**config.mk**
```make
export PLATFORM = sky130hd
export DESIGN_NAME = sum_window_acc
export DESIGN_NICKNAME = d
export VERILOG_FILES = /design/src/rtl/sum_acc_pkg.sv /design/src/rtl/sum_window_acc.sv
export SDC_FILE = /design/constraint.sdc
export NUM_CORES = 1
export LEC_CHECK = 0
export ABC_AREA = 1
export ABC_CLOCK_PERIOD_IN_PS = 2000
export BUFFER_PORTS_ARGS = -buffer_cell sky130_fd_sc_hd__buf_2
export CORE_MARGIN = 4
export CORE_UTILIZATION = 40
export CTS_BUF_LIST = sky130_fd_sc_hd__clkbuf_16
export CTS_CLUSTER_DIAMETER = 50
export DETAILED_ROUTE_END_ITERATION = 16
export SLEW_MARGIN = 15
export SYNTH_ARGS = -nofsm -noshare
export SYNTH_HDL_FRONTEND = slang
export SYNTH_SLANG_ARGS = --single-unit
```
**constraint.sdc**
```tcl
create_clock -name clk -period 2 [get_ports clk]
set_clock_uncertainty 0.1 [all_clocks]
set_input_delay 0.3 -clock clk [delete_from_list [all_inputs] [get_ports clk]]
set_output_delay 0.3 -clock clk [all_outputs]
set_load 0.01 [all_outputs]
```
**src/rtl/sum_acc_pkg.sv**
```systemverilog
// Shared types and defaults for the adder-sum window accumulator.
package sum_acc_pkg;

  typedef enum logic {
    ACCUM = 1'b0,
    HOLD  = 1'b1
  } acc_state_e;

  localparam int unsigned ADD_SUM_W  = 5;
  localparam int unsigned ACC_W_DEF  = 8;
  localparam int unsigned WINDOW_DEF = 4;

  // Largest unwrapped total a full window of in_w-bit samples can reach.
  function automatic int unsigned max_window_sum(input int unsigned window,
                                                 input int unsigned in_w);
    return window * ((32'd1 << in_w) - 32'd1);
  endfunction

endpackage

```
**src/rtl/sum_window_acc.sv**
```systemverilog
// Accumulates WINDOW adder sums and presents the wrapped total plus a sticky
// overflow flag on a valid/ready result port.
module sum_window_acc
  import sum_acc_pkg::*;
#(
  parameter int unsigned IN_W   = ADD_SUM_W,
  parameter int unsigned ACC_W  = ACC_W_DEF,
  parameter int unsigned WINDOW = WINDOW_DEF
) (
  input  logic             clk,
  input  logic             rst,
  input  logic             clear,
  input  logic             in_valid,
  input  logic [IN_W-1:0]  in_data,
  output logic             in_ready,
  output logic             out_valid,
  output logic [ACC_W-1:0] out_sum,
  output logic             out_ovf,
  input  logic             out_ready
);

  localparam int unsigned CNT_W = $clog2(WINDOW);
  localparam int unsigned SUM_W = ACC_W + 1;

  if (ACC_W < IN_W) begin : g_bad_acc_w
    $error("sum_window_acc: ACC_W must be >= IN_W");
  end
  if (WINDOW < 2) begin : g_bad_window
    $error("sum_window_acc: WINDOW must be >= 2");
  end

  acc_state_e       state;
  logic [ACC_W-1:0] acc;
  logic [CNT_W-1:0] cnt;
  logic             ovf;

  logic [SUM_W-1:0] add_full;
  logic             accept;
  logic             last;

  // Top bit of the widened add is the carry-out of the ACC_W-bit accumulate.
  assign add_full = {1'b0, acc} + SUM_W'(in_data);
  assign in_ready = (state == ACCUM);
  assign accept   = in_valid && in_ready;
  assign last     = (cnt == CNT_W'(WINDOW - 1));

  always_ff @(posedge clk) begin
    if (rst) begin
      state     <= ACCUM;
      acc       <= '0;
      cnt       <= '0;
      ovf       <= 1'b0;
      out_valid <= 1'b0;
      out_sum   <= '0;
      out_ovf   <= 1'b0;
    end else if (clear) begin
      // Drops any partial window and any pending result; out_sum keeps its value.
      state     <= ACCUM;
      acc       <= '0;
      cnt       <= '0;
      ovf       <= 1'b0;
      out_valid <= 1'b0;
    end else begin
      case (state)
        ACCUM: begin
          if (accept) begin
            if (last) begin
              out_sum   <= add_full[ACC_W-1:0];
              out_ovf   <= ovf | add_full[ACC_W];
              out_valid <= 1'b1;
              acc       <= '0;
              cnt       <= '0;
              ovf       <= 1'b0;
              state     <= HOLD;
            end else begin
              acc <= add_full[ACC_W-1:0];
              ovf <= ovf | add_full[ACC_W];
              cnt <= cnt + CNT_W'(1);
            end
          end
        end
        HOLD: begin
          if (out_ready) begin
            out_valid <= 1'b0;
            state     <= ACCUM;
          end
        end
        default: state <= ACCUM;
      endcase
    end
  end

endmodule

```
# After elaboration in Yosys (flattened, before gate mapping)
# Index checks and enable logic that the tools add are counted.
# word_totals
reg_bits	22
romBits	0
in_bits	10
ram_bits	0
memories	0
latchBits	0
# classes
shift	0
n_eq_ne	4
order_cmp	0
bitwise	3
n_addsub	2
n_mux	11
reduce_logical	5
n_mul	0
n_div	0
# op_table
op	n
$add A8 B5 Y9	1
$mux W8	1
$mux W1	7
$ne A2 B1 Y1 const B	2
$pmux W1 S2	2
$reduce_and A4 Y1	1
$reduce_and A3 Y1	1
$add A2 B1 Y2 const B	1
$eq A2 B2 Y1 const B	1
$mux W2	1
$ne A2 B2 Y1 const B	1
$not A1 Y1	2
$reduce_and A2 Y1	1
$reduce_or A2 Y1	1
$logic_and A1 B1 Y1	1
$or A1 B1 Y1	1

# Depth between registers and ports, before layout
# Gate-level depths: netlist of the first run.
# depth
ltp_word	4
mapped_depth	13
ltp_nobuf	13

# Worst setup path after synthesis of the first run
# No wires, ideal clock.
# synth_path
path_type	reg2reg
from	register acc[0]
to	register out_sum[4]
required_ns	1.792
stages_incl_launch_ff	12
n_path_buf	0
arrival_ns	1.451
setup_ns	0.108
setup_slack_ns	0.340
cell_sequence	dfxtp_1 -> ha_1 -> inv_1 -> fa_1 -> inv_1 -> nand2_1 -> nand2_1 -> and2_4 -> nand2_2 -> nand2_1 -> a21o_1 -> inv_1
# synth_between
elab_chain_cells	1
# synth_lines
item	line_no	rtl
start: declaration	sum_window_acc.sv:33	logic [ACC_W-1:0] acc;
start signal: assignment	sum_window_acc.sv:76	acc <= add_full[ACC_W-1:0];
$add A8 B5 Y9	sum_window_acc.sv:42	assign add_full = {1'b0, acc} + SUM_W'(in_data);
end signal: assignment	sum_window_acc.sv:68	out_sum <= add_full[ACC_W-1:0];
end: declaration	sum_window_acc.sv:17	output logic [ACC_W-1:0] out_sum,
# Every way passes these cells.
# A chain may end at the register's enable or synchronous reset.

# Worst setup path after layout of the first run
# layout_path
from	register acc[0]
to	register out_sum[6]
# Same word-level chain as after synthesis.

==> impl_metrics.env, run 1 <==
export IMPL_final_layout_size_suffix_gt1_share_pct=22.11
export IMPL_cap_violations=0
export IMPL_die_w_um=63.17
export IMPL_r2r_slack_ns=0.21
export IMPL_synth_top_family_by_area="simple AND/OR/NAND/NOR gates"
export IMPL_numCtsBuffers=3
export IMPL_hold_end="state$_SDFF_PP0_"
export IMPL_vias=1084
export IMPL_wl_per_cell_um=12.10
export IMPL_ys_warnings_count=0
export IMPL_finalHoldViolCount=0
export IMPL_start_util_pct=43.03
export IMPL_timing_hold_worst_path_depth=4
export IMPL_syn_inst=168
export IMPL_synth_xor_area_share_pct=0.7194
export IMPL_synth_edf_count=0
export IMPL_crit_top_cell="nand2_1"
export IMPL_met1_length_mm=1.181
export IMPL_crit_reg2reg_launch="acc[0]$_SDFFE_PP0P_"
export IMPL_ir_worst_vdd_mv=0.4927
export IMPL_hp_start="out_ready"
export IMPL_vias_per_cell=4.905
export IMPL_hold_path_class="input port to flop"
export IMPL_core_sq_mm=0.002829
export IMPL_clock_root_buffer="clkbuf_16"
export IMPL_gp_congestion=0.8383
export IMPL_cts_tree="yes"
export IMPL_postRouteAntennaNets=0
export IMPL_grt_pass1_vias=1051
export IMPL_avgSynthCellArea_sq_um=7.247
export IMPL_grt_total_usage_pct=14.26
export IMPL_antenna_found_initial=0
export IMPL_wl_met3_um=83
export IMPL_htreeDepth=1
export IMPL_synth_compound_area_share_pct=12.23
export IMPL_routed_top_layer="met4"
export IMPL_max_stage_delay_ns=0.35
export IMPL_io_buffers=20
export IMPL_clk_latency_ns=0.25
export IMPL_powerDensity_mw_per_mm2=769.1
export IMPL_post_route_util_pct=51.22
export IMPL_setup_viol=0
export IMPL_fin_ws_ns=0.2133
export IMPL_clkTransAtPathRegs_ns=0.06
export IMPL_relSlewSlack_pct=74.47
export IMPL_leakage_nw=0.7569
export IMPL_ys_types=34
export IMPL_synthFlopType="dfxtp_1"
export IMPL_rsz0062_at_grt="false"
export IMPL_drtIter0Drc=51
export IMPL_fmax_mhz=559.7
export IMPL_grt_max_degree=17
export IMPL_overflow=0
export IMPL_finalNetCount=208
export IMPL_insertedDiodeCount=0
export IMPL_worstPathMaxFanout=3
export IMPL_area_growth_synth_to_final_pct=19.01
export IMPL_grt_pass1_wl_mm=4.595
export IMPL_clock_sinks=22
export IMPL_reg2regPathDepth=13
export IMPL_tightest_slew_ns=0.3825
export IMPL_cp_slowest_cell="fa_2"
export IMPL_startpoint="acc[0]$_SDFFE_PP0P_"
export IMPL_muxShareOfSynthArea_pct=0
export IMPL_synthSimpleGateAreaFrac_pct=33.81
export IMPL_route_met2_wl_mm=1.406
export IMPL_synth_area_sq_mm=0.001217
export IMPL_fillers=298
export IMPL_totalWireLength_mm=2.675
export IMPL_required_ns=2.06
export IMPL_synthArstFlopShare_pct=0
export IMPL_place_ws_ns=0.1489
export IMPL_syn_num_nets=185
export IMPL_drt_pre_antenna_iters=4
export IMPL_final_cell_mix="nand2_1 (41), dfxtp_1 (22), inv_1 (20), nor2_1 (20), buf_2 (20)"
export IMPL_fin_crit_sh_pct=89.33
export IMPL_row_count=19
export IMPL_power_w=0.001114
export IMPL_synth_area_leader_cell="dfxtp_1"
export IMPL_min_period_ns=1.787
export IMPL_dieArea_sq_mm=0.003990
export IMPL_outcome="finished clean"
export IMPL_final_max_slew_viol_count=0
export IMPL_cp_cell_sequence="ha_2 > inv_1 > fa_2 > inv_1 > nand2_1 > nand2_2 > nand3_1 > nand2_1 > nand2_1 > nand2_1 > nand2_1 > nand2_1 > inv_1"
export IMPL_clockBufferDepth=2
export IMPL_synth_fa_ha_area_share_pct=7.811
export IMPL_postCtsHoldBufs=0
export IMPL_yosysSeqAreaShare_pct=36.18
export IMPL_die_y_um=63.17
export IMPL_crit_type="flop to flop"
export IMPL_dp_hpwl_mm=2.012
export IMPL_synth_seq_cells=22
export IMPL_critPathTopFamily="adder cells"
export IMPL_setup_tns_final_ns=0
export IMPL_layout_commonest_cell="nand2_1"
export IMPL_critPathBufInv=3
export IMPL_synth_top_area_share_pct=36.18
export IMPL_worst_setup_path_start_kind="flop"
export IMPL_crit_path_end_kind="flop"
export IMPL_drc_errors=0
export IMPL_ys_top_cells_by_area="dfxtp_1 (36%), nand2_1 (13%), ha_1 (6.2%)"
export IMPL_cp_arrival_ns=1.84
export IMPL_r2r_end="out_sum[6]$_SDFFE_PP0P_"
export IMPL_design_portCount=21
## report_power, final
group	switching (W)	internal (W)	total, W
clock	0.000163	0.000397	0.000561
combinational	0.0000639	0.0000403	0.000104
sequential	0.00000447	0.000445	0.000449
total	0.000232	0.000883	0.00111
## how the worst max path moves through the flow
stage / to / slack (ns) / cells after the start
after CTS: out_sum[6]$_SDFFE_PP0P_ / 0.12 / 13
after global routing: out_sum[6]$_SDFFE_PP0P_ / 0.003 / 13
after floorplan: out_sum[4]$_SDFFE_PP0P_ / 0.34 / 11
final: out_sum[6]$_SDFFE_PP0P_ / 0.21 / 13
after global placement: out_sum[6]$_SDFFE_PP0P_ / 0.19 / 14
after detailed placement: out_sum[6]$_SDFFE_PP0P_ / 0.15 / 14
## through the flow
step	instance area [sq um]	cells	hold WS [ns]
finish	1449	221	0.2091
global route	1449	221	0.2236
CTS	1441	221	0.2115
detailed placement	1336	217	0.3674
global placement	1336	217	0.3592
floorplan	1217	168	0.3478
## flip-flops by register name, indices dropped and copies added (netlist names)
| signal | count |
|---|---|
| acc | 8 |
| out_sum | 8 |
| cnt | 2 |
| out_ovf | 1 |
| out_valid | 1 |
| ovf | 1 |
| state | 1 |
## cell usage after synthesis (2+ instances only)
cell type and number:
nor2_1 20, dfxtp_1 22, a21oi_1 11, o21ai_1 3
inv_2 2, ha_1 6, nand3_1 13, nand2_1 42
nand4_1 2, inv_1 20, o21ai_0 3, nand2_4 2
## cell families after synthesis
family                     count (synthesis)
and+or+nand+nor                           88
DFF                                       22
buffers and inverters                     26
adders and majority gates                  7
xor gates and xnor gates                   1
AOI/OAI and AO/OA                         24
## per-layer routing
metal	GRT usage, %	vias to the layer above
li1	-	580
met1	16.96	491
met2	25.96	11
met3	3.197	2
met4	3.235	0
met5	0	-
## what timing repair did
item / in CTS / in global routing
gates resized for setup: 0 / 3
buffers inserted: 0 / 0
hold endpoints to repair: 0 / 0
setup endpoints to repair: 0 / 3
## cell type report
class,instances,area [sq um],share of cell area [%]
multi-input cells,120,671.9,46.37
flip-flops and latches,22,440.4,30.40
repair buffers,20,100.1,6.908
inverters,24,92.59,6.390
clock buffers,3,75.07,5.181
well taps,31,38.79,2.677
clock inverters,1,30.03,2.073
## tightest hold or removal path, delay by kind of cell
kind	cells	cell delay (ns)
compound gates	1	0.05
simple gates	1	0.05
buf+inv	2	0.11
Power figures use the tool's default switching activity.
==> inputs of run 2 (changes only) <==
Settings changed: PLACE_DENSITY set to 0.56, REMOVE_ABC_BUFFERS set to 1.
==> run 2 against run 1 <==
  * Fmax down 0.30%
  * Final area down 0.52%
  * Sequential cell count unchanged
  * Total power down 0.32%
  * Clock power about the same
  * Routed wire length down 5.5%
==> impl_metrics.env, run 2 (synthesized netlist as in run 1, its figures left out) <==
export IMPL_clockBufferDepth=2
export IMPL_r2r_end="out_sum[6]$_SDFFE_PP0P_"
export IMPL_worstPathMaxFanout=3
export IMPL_setup_viol=0
export IMPL_layout_commonest_cell="nand2_1"
export IMPL_vias_per_cell=4.955
export IMPL_fmax_mhz=558.0
export IMPL_insertedDiodeCount=0
export IMPL_p_sw_w=0.0002293
export IMPL_setup_tns_final_ns=0
export IMPL_area_growth_synth_to_final_pct=18.40
export IMPL_grt_max_degree=17
export IMPL_placed_area_sq_mm=0.001336
export IMPL_postCtsSetupRepairBufs=0
export IMPL_ctsResizeCount=0
export IMPL_finalNetCount=208
export IMPL_critPathTopFamily="adder cells"
export IMPL_fin_cells=221
export IMPL_comb_power_share_pct=9.2
export IMPL_crit_path_end_kind="flop"
export IMPL_postLayoutCellArea_sq_mm=0.001441
export IMPL_hold_path_class="input port to flop"
export IMPL_min_period_ns=1.792
export IMPL_fin_crit_sh_pct=89.61
export IMPL_drtIter0Drc=44
export IMPL_final_max_slew_viol_count=0
export IMPL_wl_per_cell_um=11.44
export IMPL_finalHoldViolCount=0
export IMPL_cts_tree="yes"
export IMPL_dpl_cell_count=217
export IMPL_max_stage_delay_ns=0.40
export IMPL_grt_pass1_vias=1031
export IMPL_cap_violations=0
export IMPL_multi_input_area_sq_um=664.4
export IMPL_postCtsHoldBufs=0
export IMPL_design_portCount=21
export IMPL_p_seq_share_pct=40.4
export IMPL_drt_pre_antenna_iters=4
export IMPL_die_w_um=63.17
export IMPL_p_int_w=0.0008814
export IMPL_final_layout_size_suffix_gt1_share_pct=20.53
export IMPL_row_count=19
export IMPL_clock_sinks=22
export IMPL_start_util_pct=43.03
export IMPL_reg2regPathDepth=13
export IMPL_postRouteAntennaNets=0
export IMPL_totalWireLength_mm=2.528
export IMPL_ir_worst_vdd_mv=0.4584
export IMPL_hp_start="out_ready"
export IMPL_largest_registers="acc x8, out_sum x8, cnt x2"
export IMPL_fillers=287
export IMPL_numCtsBuffers=3
export IMPL_clock_root_buffer="clkbuf_16"
export IMPL_pwr_share_clk_pct=50.4
export IMPL_grt_total_usage_pct=13.88
export IMPL_clkTransAtPathRegs_ns=0.06
export IMPL_crit_reg2reg_launch="acc[0]$_SDFFE_PP0P_"
export IMPL_overflow=0
export IMPL_power_w=0.001111
export IMPL_post_route_util_pct=50.95
export IMPL_die_y_um=63.17
export IMPL_htreeDepth=1
export IMPL_timing_hold_worst_path_depth=4
export IMPL_crit_type="flop to flop"
export IMPL_dp_hpwl_mm=1.928
export IMPL_critPathBufInv=3
export IMPL_tightest_slew_ns=0.4043
export IMPL_hold_end="state$_SDFF_PP0_"
export IMPL_powerDensity_mw_per_mm2=770.6
export IMPL_crit_top_cell="nand2_1"
export IMPL_antenna_found_initial=0
export IMPL_switching_share_pct=20.64
export IMPL_final_cell_mix="nand2_1 (42), dfxtp_1 (22), inv_1 (20), nor2_1 (20), buf_2 (20)"
export IMPL_io_buffers=20
export IMPL_gp_congestion=0.7756
export IMPL_outcome="finished clean"
export IMPL_required_ns=2.06
export IMPL_relSlewSlack_pct=73.01
export IMPL_core_sq_mm=0.002829
export IMPL_drc_errors=0
export IMPL_regArea_sq_um=440.4
export IMPL_cp_slowest_cell="fa_1"
export IMPL_grt_pass1_wl_mm=4.450
export IMPL_rsz0062_at_grt="false"
export IMPL_leakage_nw=0.7593
export IMPL_vias=1095
export IMPL_cp_cell_sequence="ha_1 > inv_1 > fa_1 > inv_1 > nand2_1 > nand2_1 > nand3_1 > nand2_1 > nand2_1 > nand2_1 > nand2_1 > nand2_1 > inv_1"
export IMPL_cp_arrival_ns=1.85
export IMPL_r2r_slack_ns=0.21
export IMPL_clk_latency_ns=0.26
export IMPL_dieArea_sq_mm=0.003990
export IMPL_worst_setup_path_start_kind="flop"
run 2: stage by stage:
| stage | hold WS [ns] | setup slack, ns |
|---|---|---|
| after CTS | 0.2149 | 0.2106 |
| after floorplan | 0.3478 | 0.3351 |
| after global placement | 0.3587 | 0.1658 |
| after global routing | 0.2579 | 0.04467 |
| final | 0.2160 | 0.2079 |
| after detailed placement | 0.3608 | 0.1502 |
run 2: worst register-to-register path, stage by stage (launching register included):
cell and delay [ns]:
dfxtp_1 0.33, ha_1 0.19, inv_1 0.06, fa_1 0.40, inv_1 0.07, nand2_1 0.04
nand2_1 0.09, nand3_1 0.10, nand2_1 0.07, nand2_1 0.06, nand2_1 0.06, nand2_1 0.04
nand2_1 0.06, inv_1 0.03
run 2: worst max path at each step:
| stage | slack, ns | endpoint | cells after the start | from |
|---|---|---|---|---|
| 5_1_grt | 0.04 | out_sum[6]$_SDFFE_PP0P_ | 13 | acc[0]$_SDFFE_PP0P_ |
| 3_3_place_gp | 0.17 | out_sum[6]$_SDFFE_PP0P_ | 14 | in_data[0] |
| 2_1_floorplan | 0.34 | out_sum[6]$_SDFFE_PP0P_ | 13 | acc[0]$_SDFFE_PP0P_ |
| 6_report | 0.21 | out_sum[6]$_SDFFE_PP0P_ | 13 | acc[0]$_SDFFE_PP0P_ |
| 3_5_place_dp | 0.15 | out_sum[6]$_SDFFE_PP0P_ | 14 | in_data[0] |
| 4_1_cts | 0.21 | out_sum[6]$_SDFFE_PP0P_ | 13 | acc[0]$_SDFFE_PP0P_ |
run 2: power by group through the flow:
stage,Clock (W),Sequential (W),Combinational (W)
after global routing,0.000594,0.000450,0.000116
after floorplan,0,0.000458,0.0000690
final,0.000560,0.000449,0.000102
after detailed placement,0,0.000459,0.000103
after CTS,0.000577,0.000449,0.000103
after global placement,0,0.000459,0.000101
run 2: area by class of cell:
| cell class | count | share of cell area [%] |
|---|---|---|
| multi-input combinational | 120 | 46.09 |
| clock buffer | 3 | 5.208 |
| tap | 31 | 2.691 |
| sequential | 22 | 30.56 |
| timing repair buffer | 20 | 6.944 |
| clock inverter | 1 | 2.083 |
| inverter | 24 | 6.424 |
run 2: layer usage:
| layer | global-route usage, % | part of all wire, % |
|---|---|---|
| met5 | 0 | 0 |
| met4 | 5.121 | 2.0 |
| met3 | 3.375 | 3.0 |
| met2 | 24.37 | 48 |
| met1 | 16.27 | 47 |
==> inputs of run 3 (changes only) <==
Settings changed: PLACE_DENSITY 0.56 to unset, SETUP_SLACK_MARGIN set to 0.3.
==> run 3 against run 2 <==
  * Cell count increased by 0.90%
  * Critical path depth unchanged
  * Hold slack improved by 0.0032 ns
  * Via count increased by 3.4%
  * Clock power increased by 0.9%
  * Final area increased by 4.7%
  * Fmax increased by 5.0%
  * Sequential share of layout area decreased by 1.3 points
  * Register-to-register slack improved by 0.09 ns
  * First-iteration DRC count increased by 66%
==> impl_metrics.env, run 3 (synthesized netlist as in run 1, its figures left out) <==
export IMPL_outcome="finished clean"
export IMPL_grt_busiest_layer="met2"
export IMPL_critPathBufInv=3
export IMPL_dp_hpwl_mm=1.935
export IMPL_clockBufferDepth=2
export IMPL_io_buffers=20
export IMPL_hold_ws_ns=0.2192
export IMPL_drc_errors=0
export IMPL_fillers=294
export IMPL_area_growth_synth_to_final_pct=23.95
export IMPL_grt_total_usage_pct=14.03
export IMPL_largest_registers="acc x8, out_sum x8, cnt x2"
export IMPL_max_stage_delay_ns=0.35
export IMPL_pwr_share_clk_pct=50.1
export IMPL_fin_ws_ns=0.2930
export IMPL_min_period_ns=1.707
export IMPL_comb_power_share_pct=9.9
export IMPL_insertedDiodeCount=0
export IMPL_required_ns=2.06
export IMPL_clock_root_buffer="clkbuf_16"
export IMPL_switching_share_pct=21.26
export IMPL_die_w_um=63.17
export IMPL_rsz0062_at_grt="true"
export IMPL_power_w=0.001127
export IMPL_cp_slowest_cell="dfxtp_2"
export IMPL_design_portCount=21
export IMPL_relSlewSlack_pct=72.86
export IMPL_grt_util_met2_pct=25.56
export IMPL_vias=1132
export IMPL_powerDensity_mw_per_mm2=746.9
export IMPL_fin_crit_sh_pct=85.35
export IMPL_final_max_slew_viol_count=0
export IMPL_postCtsHoldBufs=0
export IMPL_clk_latency_ns=0.25
export IMPL_grt_max_degree=17
export IMPL_final_layout_size_suffix_gt1_share_pct=29.69
export IMPL_htreeDepth=1
export IMPL_crit_path_end_kind="flop"
export IMPL_final_cell_mix="nand2_1 (36), dfxtp_1 (21), nor2_1 (20), buf_2 (20), inv_1 (18)"
export IMPL_fmax_mhz=585.8
export IMPL_crit_type="flop to flop"
export IMPL_vias_per_cell=5.076
export IMPL_tightest_slew_ns=0.4067
export IMPL_postRouteAntennaNets=0
export IMPL_clock_sinks=22
export IMPL_worstPathMaxFanout=3
export IMPL_crit_top_cell="nand2_2"
export IMPL_dieArea_sq_mm=0.003990
export IMPL_grt_pass1_wl_mm=4.505
export IMPL_drtIter0Drc=73
export IMPL_grt_pass1_vias=1047
export IMPL_cp_arrival_ns=1.77
export IMPL_p_int_w=0.0008874
export IMPL_p_seq_share_pct=39.9
export IMPL_cp_cell_sequence="ha_4 > inv_2 > fa_2 > inv_2 > nand2_2 > nand2_2 > nand3_2 > nand2_2 > nand2_2 > nand2_1 > nand2_1 > nand2_1 > inv_1"
export IMPL_gp_congestion=0.7816
export IMPL_fin_cells=223
export IMPL_grt_use_met3_pct=2.487
export IMPL_start_util_pct=43.03
export IMPL_ir_worst_vdd_mv=0.5123
export IMPL_grtUsageMet1_pct=16.70
export IMPL_critPathTopFamily="simple AND/OR/NAND/NOR gates"
export IMPL_numCtsBuffers=3
export IMPL_hold_path_class="input port to flop"
export IMPL_die_y_um=63.17
export IMPL_p_sw_w=0.0002396
export IMPL_leakage_nw=0.7734
export IMPL_core_sq_mm=0.002829
export IMPL_cts_tree="yes"
export IMPL_cap_violations=0
export IMPL_dpl_cell_count=217
export IMPL_finalNetCount=210
export IMPL_row_count=19
export IMPL_totalWireLength_mm=2.739
export IMPL_layout_commonest_cell="nand2_1"
export IMPL_finalHoldViolCount=0
export IMPL_worst_setup_path_start_kind="flop"
export IMPL_clkTransAtPathRegs_ns=0.06
export IMPL_setup_viol=0
export IMPL_setup_tns_final_ns=0
export IMPL_antenna_found_initial=0
export IMPL_place_ws_ns=0.1676
export IMPL_overflow=0
export IMPL_drt_pre_antenna_iters=4
export IMPL_wl_per_cell_um=12.28
## run 3: final cells by class
cell class / instances / area (sq um) / area share (%)
multi-input combinational: 120 / 715.7 / 47.43
sequential: 22 / 441.7 / 29.27
timing repair buffer: 22 / 115.1 / 7.628
inverter: 24 / 92.59 / 6.136
clock buffer: 3 / 75.07 / 4.975
tap: 31 / 38.79 / 2.570
clock inverter: 1 / 30.03 / 1.990
## run 3: final timing paths
| path | cells past startpoint | slack [ns] | endpoint | start |
|---|---|---|---|---|
| max | 13 | 0.29 | out_sum[6]$_SDFFE_PP0P_ | acc[0]$_SDFFE_PP0P_ |
| min | 4 | 0.22 | state$_SDFF_PP0_ | out_ready |
| max reg2reg | 13 | 0.29 | out_sum[6]$_SDFFE_PP0P_ | acc[0]$_SDFFE_PP0P_ |
| min reg2reg | 2 | 0.37 | acc[3]$_SDFFE_PP0P_ | acc[3]$_SDFFE_PP0P_ |
## run 3: tightest hold or removal path, stage by stage
cell	delay, ns
buf_2	0.07
inv_1	0.04
nand2_1	0.05
a21oi_1	0.06
## run 3: metrics by stage
step | area [sq um] | util, %
after floorplan | 1197 | -
after global placement | 1336 | 47.24
after detailed placement | 1336 | 47.24
after CTS | 1473 | 52.06
after global routing | 1509 | 53.34
final | 1509 | 53.34
## run 3: per-layer routing
layer | wire length, um | vias to the layer above
li1 | - | 588
met1 | 1207 | 522
met2 | 1410 | 17
met3 | 91 | 5
met4 | 29 | 0
met5 | 0 | -
## run 3: what timing repair did
action | 4_1_cts | 5_1_grt
pin swaps | 3 | 4
gates resized for setup | 6 | 11
setup endpoints to repair | 6 | 9
buffers inserted | 1 | 1
## run 3: power groups by stage
stage               Clock (W)  Sequential (W)  Combinational, W
floorplan                   0        0.000458         0.0000690
global placement            0        0.000459          0.000101
detailed placement          0        0.000459          0.000102
CTS                  0.000570        0.000450          0.000108
global route         0.000588        0.000451          0.000126
finish               0.000565        0.000450          0.000112
